===== src/rtl/instruction_dispatch_queue_pkg.sv =====
// -----------------------------------------------------------------------------
// instruction_dispatch_queue_pkg
// Shared decode definitions for the instruction dispatch queue:
//   - operaType op-type codes (3-bit) used to route the head entry
//   - TRUE / FALSE single-bit constants
//   - ISQ_DEFAULT_DEPTH, the default queue depth
//   - is_lsb_op(): true for op types that go to the load/store buffer
// -----------------------------------------------------------------------------
package instruction_dispatch_queue_pkg;

  localparam logic TRUE  = 1'b1;
  localparam logic FALSE = 1'b0;

  localparam int ISQ_DEFAULT_DEPTH = 16;
  localparam int OP_W              = 3;

  typedef enum logic [OP_W-1:0] {
    RType     = 3'd0,
    IType     = 3'd1,
    ILoadType = 3'd2,
    SType     = 3'd3,
    BType     = 3'd4,
    JALType   = 3'd5,
    JALRType  = 3'd6,
    UType     = 3'd7
  } opera_type_e;

  // Loads and stores are handled by the LSB; everything else goes to the RS.
  function automatic logic is_lsb_op(input logic [OP_W-1:0] op);
    return ((op == SType) || (op == ILoadType)) ? TRUE : FALSE;
  endfunction

endpackage


===== src/rtl/isq_ring_buffer.sv =====
// -----------------------------------------------------------------------------
// isq_ring_buffer
// DEPTH-entry circular buffer with an occupancy counter so every slot is used.
// Ports:
//   clk_in, rst_n_in : clock, asynchronous active-low reset
//   clr              : synchronous flush of head/rear/count (wins over enq/deq)
//   enq, enq_data    : write enq_data at rear this edge
//   deq              : retire the head entry this edge
//   head_data        : combinational read of the entry at head
//   count            : occupancy, 0..DEPTH
// The caller guarantees enq only when not full and deq only when not empty.
// -----------------------------------------------------------------------------
module isq_ring_buffer
  import instruction_dispatch_queue_pkg::*;
#(
  parameter int DEPTH  = ISQ_DEFAULT_DEPTH,
  parameter int W      = 67,
  parameter int ADDR_W = $clog2(DEPTH)
) (
  input  logic              clk_in,
  input  logic              rst_n_in,
  input  logic              clr,
  input  logic              enq,
  input  logic [W-1:0]      enq_data,
  input  logic              deq,
  output logic [W-1:0]      head_data,
  output logic [ADDR_W:0]   count
);

  logic [W-1:0]      mem [DEPTH];
  logic [ADDR_W-1:0] head_q;
  logic [ADDR_W-1:0] rear_q;
  logic [ADDR_W:0]   count_q;

  // Pointers wrap for free because DEPTH is a power of two.
  // NOTE: sequential state uses non-blocking assignments so every flop samples
  // the pre-edge values regardless of block evaluation order.
  always_ff @(posedge clk_in or negedge rst_n_in) begin
    if (!rst_n_in) begin
      head_q  <= '0;
      rear_q  <= '0;
      count_q <= '0;
    end else if (clr) begin
      head_q  <= '0;
      rear_q  <= '0;
      count_q <= '0;
    end else begin
      if (enq) rear_q <= rear_q + ADDR_W'(1);
      if (deq) head_q <= head_q + ADDR_W'(1);
      case ({enq, deq})
        2'b10:   count_q <= count_q + (ADDR_W+1)'(1);
        2'b01:   count_q <= count_q - (ADDR_W+1)'(1);
        default: count_q <= count_q;
      endcase
    end
  end

  // NOTE: the storage array has no reset; its contents are meaningless until
  // written, and leaving it out of reset lets it map onto plain RAM/registers.
  always_ff @(posedge clk_in) begin
    if (enq && !clr) mem[rear_q] <= enq_data;
  end

  assign head_data = mem[head_q];
  assign count     = count_q;

endmodule


===== src/rtl/instruction_dispatch_queue.sv =====
// -----------------------------------------------------------------------------
// instruction_dispatch_queue
// Buffers up to DEPTH decoded instructions between fetch/decode and the
// ROB/RS/LSB and dispatches the head with zero latency, one per cycle.
// Ports:
//   clk_in, rst_n_in             : clock, asynchronous active-low reset
//   rdy_in                       : global ready; low freezes the queue
//   roll_back                    : mispredict flush (empties queue next edge)
//   fetch_valid / fetch_ready    : enqueue handshake
//   instruction_in, pc_in, pc_predict_in, op_type_in : entry being offered
//   rob_is_full, rs_is_full, lsb_is_full : downstream back-pressure
//   ins_to_rob / ins_to_rs / ins_to_lsb  : dispatch fire strobes
//   instruction_out, ins_pc_out, pc_predict_out : head entry (0 when empty)
//   count, almost_full, is_empty : occupancy status
// Optional: define ISQ_PERF_CNT_EN to add saturating 32-bit stall_rob_cnt,
// stall_unit_cnt and empty_cnt performance counters.
// -----------------------------------------------------------------------------
module instruction_dispatch_queue
  import instruction_dispatch_queue_pkg::*;
#(
  parameter int DEPTH    = ISQ_DEFAULT_DEPTH,
  parameter int ADDR_W   = $clog2(DEPTH),
  parameter int INS_W    = 32,
  parameter int AF_LEVEL = DEPTH - 2
) (
  input  logic              clk_in,
  input  logic              rst_n_in,
  input  logic              rdy_in,
  input  logic              roll_back,
  input  logic              fetch_valid,
  output logic              fetch_ready,
  input  logic [INS_W-1:0]  instruction_in,
  input  logic [INS_W-1:0]  pc_in,
  input  logic              pc_predict_in,
  input  logic [2:0]        op_type_in,
  input  logic              rob_is_full,
  input  logic              rs_is_full,
  input  logic              lsb_is_full,
  output logic              ins_to_rob,
  output logic              ins_to_rs,
  output logic              ins_to_lsb,
  output logic [INS_W-1:0]  instruction_out,
  output logic [INS_W-1:0]  ins_pc_out,
  output logic              pc_predict_out,
  output logic [ADDR_W:0]   count,
  output logic              almost_full,
`ifdef ISQ_PERF_CNT_EN
  output logic [31:0]       stall_rob_cnt,
  output logic [31:0]       stall_unit_cnt,
  output logic [31:0]       empty_cnt,
`endif
  output logic              is_empty
);

  localparam int ENTRY_W = INS_W*2 + 1 + OP_W;

  logic [ENTRY_W-1:0] head_data;
  logic [INS_W-1:0]   head_ins;
  logic [INS_W-1:0]   head_pc;
  logic               head_pred;
  logic [OP_W-1:0]    head_op;
  logic               to_lsb_head;
  logic               unit_full;
  logic               fire;
  logic               enq;
  logic               active;

  assign {head_ins, head_pc, head_pred, head_op} = head_data;

  assign is_empty    = (count == '0);
  assign active      = rdy_in & ~roll_back;
  // rst_n_in is folded in so fetch never sees ready while reset is held,
  // even though the cleared counter alone would look "not full".
  assign fetch_ready = rst_n_in & active & (count != (ADDR_W+1)'(DEPTH));
  assign enq         = fetch_valid & fetch_ready;
  assign almost_full = (count >= (ADDR_W+1)'(AF_LEVEL));

  // NOTE: every always_comb output gets a default first so no path can leave
  // it unassigned and infer a latch.
  always_comb begin
    to_lsb_head = FALSE;
    unit_full   = FALSE;
    fire        = FALSE;
    ins_to_rob  = FALSE;
    ins_to_rs   = FALSE;
    ins_to_lsb  = FALSE;
    to_lsb_head = is_lsb_op(head_op);
    unit_full   = to_lsb_head ? lsb_is_full : rs_is_full;
    fire        = active & ~is_empty & ~rob_is_full & ~unit_full;
    ins_to_rob  = fire;
    ins_to_rs   = fire & ~to_lsb_head;
    ins_to_lsb  = fire & to_lsb_head;
  end

  // Storage is don't-care when empty; masking keeps the outputs at 0 then,
  // which also covers the all-zero requirement during reset.
  assign instruction_out = is_empty ? '0 : head_ins;
  assign ins_pc_out      = is_empty ? '0 : head_pc;
  assign pc_predict_out  = is_empty ? 1'b0 : head_pred;

  isq_ring_buffer #(
    .DEPTH (DEPTH),
    .W     (ENTRY_W)
  ) u_ring (
    .clk_in    (clk_in),
    .rst_n_in  (rst_n_in),
    .clr       (roll_back),
    .enq       (enq),
    .enq_data  ({instruction_in, pc_in, pc_predict_in, op_type_in}),
    .deq       (fire),
    .head_data (head_data),
    .count     (count)
  );

`ifdef ISQ_PERF_CNT_EN
  logic stall_rob_ev;
  logic stall_unit_ev;
  logic empty_ev;

  assign stall_rob_ev  = active & ~is_empty & rob_is_full;
  assign stall_unit_ev = active & ~is_empty & ~rob_is_full & unit_full;
  assign empty_ev      = rdy_in & is_empty;

  always_ff @(posedge clk_in or negedge rst_n_in) begin
    if (!rst_n_in) begin
      stall_rob_cnt  <= '0;
      stall_unit_cnt <= '0;
      empty_cnt      <= '0;
    end else begin
      if (stall_rob_ev  && (stall_rob_cnt  != '1)) stall_rob_cnt  <= stall_rob_cnt  + 32'd1;
      if (stall_unit_ev && (stall_unit_cnt != '1)) stall_unit_cnt <= stall_unit_cnt + 32'd1;
      if (empty_ev      && (empty_cnt      != '1)) empty_cnt      <= empty_cnt      + 32'd1;
    end
  end
`endif

endmodule


===== config.mk =====
export PLATFORM = sky130hd
export DESIGN_NAME = instruction_dispatch_queue
export DESIGN_NICKNAME = d
export VERILOG_FILES = /design/src/rtl/instruction_dispatch_queue_pkg.sv /design/src/rtl/isq_ring_buffer.sv /design/src/rtl/instruction_dispatch_queue.sv
export SDC_FILE = /design/constraint.sdc
export NUM_CORES = 1
export LEC_CHECK = 0
export CORE_UTILIZATION = 61
export DETAILED_ROUTE_END_ITERATION = 12
export PLACE_DENSITY_LB_ADDON = 0.1
export SETUP_SLACK_MARGIN = 0.02
export SKIP_CTS_REPAIR_TIMING = 1
export SLEW_MARGIN = 10
export SYNTH_ARGS = -nofsm -noshare
export SYNTH_HDL_FRONTEND = slang
export SYNTH_SLANG_ARGS = --single-unit
export TNS_END_PERCENT = 10

===== constraint.sdc =====
create_clock -name clk_in -period 10.7 [get_ports clk_in]
set_input_delay 1.07 -clock clk_in [delete_from_list [all_inputs] [get_ports clk_in]]
set_output_delay 1.07 -clock clk_in [all_outputs]
set_load 0.1 [all_outputs]

==> results.toml, run 1 <==
[flow_run]
cap_violations = 0

[floorplan]
die_width_um = 263
ios = 152
coreArea_um2 = 67300
fp.dieH_um = 263
die_area_um2 = 69100
rows = 95
start_util_pct = 61.7

[placed_design]
place.gp.congestion = 0.769
post_dp_cell_area_um2 = 44100
portBuffers = 150
placed_cells = 2663
hpwlAfterDp_um = 40700

[sta]
fin_tns_setup_ns = 0
max_freq_mhz = 153
setup_viol = 0
tightestPinTransition_ns = 1.20
rsz0062_at_grt = "no"
fin_crit_sh_pct = 61.1
min_period_ns = 6.54
slew_headroom_pct = 19.6
holdWs_ns = 0.594
slew_viol_final = 0
hold_viol = 0
fin_skew_ns = 0.0144

[setup_path]
required_ns = 9.63
start_kind = "register"
reg2regPathDepth = 14
path_max_fanout = 47
arrival_ns = 5.47
slowest_delay_ns = 1.04
crit_chain = "buf_4 > buf_4 > mux4_2 > mux4_2 > nor2b_1 > clkdlybuf4s50_1"
crit_family = "buffers and inverters"
crit_path_end_kind = "primary output"
critical_path_class = "register to primary output"
r2r_end = "u_ring.count[4]$_DFFE_PN0P_"
crit_slowest_cell = "clkdlybuf4s50_1"
reg2reg_from = "u_ring.head_q[0]$_DFFE_PN0P_"
cp_num_buf_inv = 3
reg2reg_slack_ns = 5.54

[cts]
worstSkewPairLatency_ns = 0.65
cts_root_buf = "clkbuf_16"
max-clock-path-buffers = 3
cts.htree.levels = 3
cts_inserted_buffers = 104
cts.sinks = 1085
cts_tree = "yes"
clk_pin_slew_worst_paths_ns = 0.06

[power]
ir_drop_uv = 165
p_leak_nw = 14.4
p_per_area_nw_per_um2 = 183
power_mw = 8.69

[outcome]
status = "finished clean"

[min_path]
hp-start = "u_ring.rear_q[0]$_DFFE_PN0P_"
min_to = "u_ring.rear_q[0]$_DFFE_PN0P_"
worstHoldPathCells = 1
hp-class = "register to register"

[synth]
synth_top_family_by_area = "multiplexers"
ys_types = 44
yosysWarningCount = 0
synthMuxAreaShare_pct = 17.9
synth_compound_area_share_pct = 0.356
synth_top_cells_by_area = "edfxtp_1 (78%), mux4_2 (18%), nor2b_1 (1.1%)"
synth-xor-area-share_pct = 0.187
synth_fa_ha_area_share_pct = 0.289
synth-main-ff-cell = "edfxtp_1"
yosysTopAreaCell = "edfxtp_1"
syn_area_um2 = 41500
syn_area_per_cell_um2 = 24.5
synth-simple-area-share_pct = 1.96
synth_commonest_cells = "edfxtp_1 (1072), mux4_2 (327), nor2b_1 (73)"
synth_edf_count = 1072
synthArstFlopShare_pct = 1.20
synth_nets = 1779
netlist.area_leader.share_pct = 77.5
synthCells = 1694
yosysSeqAreaShare_pct = 78.3
synth_seq_cells = 1085
yosysMostFrequentCell = "edfxtp_1"

[finish]
fin_nets = 1981
drive_gt1_share_pct = 27.3
fin_area_um2 = 47600
final_cell_count_no_fill = 2851
syn_to_final_growth_pct = 14.5

[global_routing]
antenna_found_initial = 5
grt_max_degree = 122
grt-ovfl-total = 0
track_usage_pct = 25.8
grt_pass1_vias = 19400
grt_first_pass_wirelength_um = 128000

[drt]
antenna_left = 0
route.detailed.drc = 0
wl_per_cell_um = 30.3
drtPass1Iterations = 7
drt-initial-drc-count = 1661
via_per_inst = 6.45
wl_um = 86400
vias = 18400
==> power by group <==
group | internal, mW | switching [mW]
clock network | 2.18 | 1.50
logic | 0.0859 | 0.241
registers | 4.68 | 0.00395
==> cell type report <==
class,count,area [um^2]
sequential,1085,32500
timing repair buffer,183,1760
fill,3939,19700
clock buffer,123,2780
clock inverter,63,657
antenna,2,5.00
tap,873,1090
multi-input combinational,507,8680
inverter,15,56.3
==> per-layer routing <==
metal | track usage, % | routed length (um) | share of wire, %
met4 | 8.52 | 2510 | 2.9
met1 | 35.0 | 33900 | 39
met3 | 3.99 | 5000 | 5.8
met5 | 0 | 42 | 0.049
met2 | 43.6 | 44900 | 52
==> through the flow <==
| stage | setup WS [ns] | util (%) |
|---|---|---|
| 2_1_floorplan | 0.930 | - |
| 5_1_grt | 3.80 | 70.7 |
| 3_5_place_dp | 4.72 | 65.6 |
| 6_report | 4.16 | 70.7 |
| 3_3_place_gp | 4.71 | 65.6 |
| 4_1_cts | 4.00 | 70.7 |
==> cell families (layout without fill, tap and decap cells) <==
kind of cell             count (synthesis)  in the layout
buffers and inverters                  102            384
flip-flops                            1085           1085
AO/OA/AOI/OAI                           17             17
XOR/XNOR                                 8              8
multiplexers                           334            334
adder cells (fa/ha/maj)                  9              9
other                                    0              2
AND/OR/NAND/NOR                        139            139
==> state kept, by name, summed over array words and instances, names as in the netlist <==
name / flops
u_ring.rear_q: 4
u_ring.mem: 1072
u_ring.count: 5
u_ring.head_q: 4
==> worst max path at each step <==
| stage | start | endpoint | slack [ns] | cells past startpoint |
|---|---|---|---|---|
| 3_3_place_gp | u_ring.head_q[0]$_DFFE_PN0P_ | ins_pc_out[18] | 4.71 | 6 |
| 2_1_floorplan | roll_back | u_ring.mem[0][10]$_DFFE_PP_ | 0.93 | 5 |
| 4_1_cts | u_ring.head_q[0]$_DFFE_PN0P_ | ins_pc_out[18] | 4.00 | 6 |
| 5_1_grt | u_ring.head_q[0]$_DFFE_PN0P_ | ins_pc_out[18] | 3.80 | 6 |
| 3_5_place_dp | u_ring.head_q[0]$_DFFE_PN0P_ | ins_pc_out[18] | 4.72 | 6 |
| 6_report | u_ring.head_q[0]$_DFFE_PN0P_ | ins_pc_out[18] | 4.16 | 6 |
==> placed cells by master, fill, tap and decap left out, drive strengths merged, types with 2 or more instances in the layout <==
| master | count |
|---|---|
| and2 | 9 |
| buf | 33 |
| bufinv | 14 |
| clkbuf | 123 |
| clkdlybuf4s50 | 150 |
| clkinv | 45 |
| clkinvlp | 2 |
| dfrtp | 13 |
| diode | 2 |
| edfxtp | 1072 |
| ha | 8 |
| inv | 17 |
| mux2i | 6 |
| mux4 | 327 |
| nand2 | 13 |
| nand2b | 5 |
| nand3 | 4 |
| nor2 | 17 |
| nor2b | 73 |
| nor3 | 3 |
| nor3b | 3 |
| nor4 | 5 |
| o21ai | 6 |
| xor2 | 7 |
No activity file was read; power rests on OpenSTA's default activity.
==> inputs of run 2 (changes only) <==
Clock period 10.7 ns to 6.2 ns, I/O delays scaled along.
==> run 2 against run 1 <==
- setup slack got worse by 3.1 ns
- critical path depth decreased by 1
- register-to-register slack got worse by 3.8 ns
- combinational power increased by 73%
- worst hold slack got worse by 0.21 ns
- total power increased by 71%
- critical endpoint is now instruction_out[31]
- largest power group unchanged
==> results.toml, run 2 (synthesis results as in run 1) <==
[outcome]
status = "finished clean"

[power]
p_per_area_nw_per_um2 = 311
p_leak_nw = 14.4
clockPowerShare_pct = 41.9
share_seq_of_total_power_pct = 54.3
power_mw = 14.9
swShare_pct = 20.4
p_comb_share_pct = 3.8
ir_drop_uv = 329
power.switching_mw = 3.04
p_int_mw = 11.8

[drt]
antenna_left = 0
vias = 18500
via_per_inst = 6.43
drt-initial-drc-count = 1713
wl_um = 85400
drtPass1Iterations = 5
route.detailed.drc = 0
wl_per_cell_um = 29.7

[placed_design]
place.gp.congestion = 0.759
portBuffers = 150
post_dp_cell_area_um2 = 44400
hpwlAfterDp_um = 42800
pre_cts_slack_ns = 1.62

[global_routing]
grt-ovfl-total = 0
grt_max_degree = 111
grt_first_pass_wirelength_um = 127000
antenna_found_initial = 6
grt_pass1_vias = 19300
track_usage_pct = 25.4

[cts]
cts_root_buf = "clkbuf_16"
cts.sinks = 1085
clk_pin_slew_worst_paths_ns = 0.06
cts_tree = "yes"
cts.htree.levels = 3
worstSkewPairLatency_ns = 0.66
cts_inserted_buffers = 105
max-clock-path-buffers = 3

[floorplan]
coreArea_um2 = 67300
die_width_um = 263
start_util_pct = 61.7
ios = 152
die_area_um2 = 69100
fp.dieH_um = 263
rows = 95

[sta]
fin_crit_sh_pct = 82.6
max_freq_mhz = 195
rsz0062_at_grt = "no"
slew_viol_final = 0
min_period_ns = 5.12
tightestPinTransition_ns = 1.11
hold_viol = 0
fin_skew_ns = 0.0132
slew_headroom_pct = 25.7
setup_viol = 0
finalWorstSetupSlack_ns = 1.08

[setup_path]
cp_num_buf_inv = 2
crit_chain = "buf_4 > mux4_2 > mux4_2 > nor2b_1 > clkdlybuf4s50_1"
crit_family = "buffers and inverters"
reg2regPathDepth = 13
slowest_delay_ns = 0.99
path_max_fanout = 39
crit_path_end_kind = "primary output"
critical_path_class = "register to primary output"
arrival_ns = 4.50
crit_top_cell = "mux4_2"
required_ns = 5.58
start_kind = "register"
crit_slowest_cell = "clkdlybuf4s50_1"
path_depth = 5

[finish]
top_register = "u_ring.mem"
largest_register_ffs = 1072
drive_gt1_share_pct = 27.3
fin_area_um2 = 47800
mostFrequentLayoutCells = "edfxtp_1 (1072), mux4_2 (327), clkdlybuf4s50_1 (150)"
syn_to_final_growth_pct = 15.1
final_util_pct = 71.0
fin_nets = 1995
final_common_cell = "edfxtp_1"

[flow_run]
cap_violations = 0

[min_path]
hp-class = "input pin to async pin"
run 2: final timing paths:
kind / from / end / slack [ns]
worst max-delay path: u_ring.head_q[0]$_DFFE_PN0P_ / instruction_out[31] / 1.08
worst min-delay path: rst_n_in / u_ring.count[2]$_DFFE_PN0P_ / 0.38
worst max register to register: u_ring.head_q[0]$_DFFE_PN0P_ / u_ring.count[4]$_DFFE_PN0P_ / 1.75
worst min register to register: u_ring.count[0]$_DFFE_PN0P_ / u_ring.count[0]$_DFFE_PN0P_ / 0.59
max in group asynchronous: rst_n_in / u_ring.head_q[1]$_DFFE_PN0P_ / 5.31
min in group clk_in: u_ring.count[0]$_DFFE_PN0P_ / u_ring.count[0]$_DFFE_PN0P_ / 0.59
run 2: layout make-up:
class                           instances  area [um^2]
Clock inverter                         60          598
Clock buffer                          134         2780
Inverter                               15         56.3
Tap cell                              873         1090
Fill cell                            3845        19500
Antenna cell                            5         12.5
Multi-Input combinational cell        507         8710
Timing Repair Buffer                  196         2010
Sequential cell                      1085        32500
run 2: stage by stage:
step           setup TNS, ns  hold slack, ns  std cells
6_report                   0           0.382       2875
5_1_grt                    0           0.405       2872
4_1_cts                    0           0.365       2870
2_1_floorplan        -170.28           0.324       1694
3_3_place_gp               0           0.567       2676
3_5_place_dp               0           0.576       2676
run 2: routing by layer:
metal / track usage [%] / wire length, um
met5: 0 / 31
met1: 34.9 / 34300
met3: 4.24 / 4280
met4: 6.69 / 1980
met2: 43.1 / 44800
run 2: power groups by stage:
stage | clock network [mW] | logic, mW | registers (mW)
finish | 6.24 | 0.565 | 8.08
global route | 6.60 | 0.589 | 8.08
CTS | 6.33 | 0.568 | 8.08
detailed placement | 0 | 0.567 | 8.23
global placement | 0 | 0.552 | 8.23
floorplan | 0 | 0.323 | 8.24
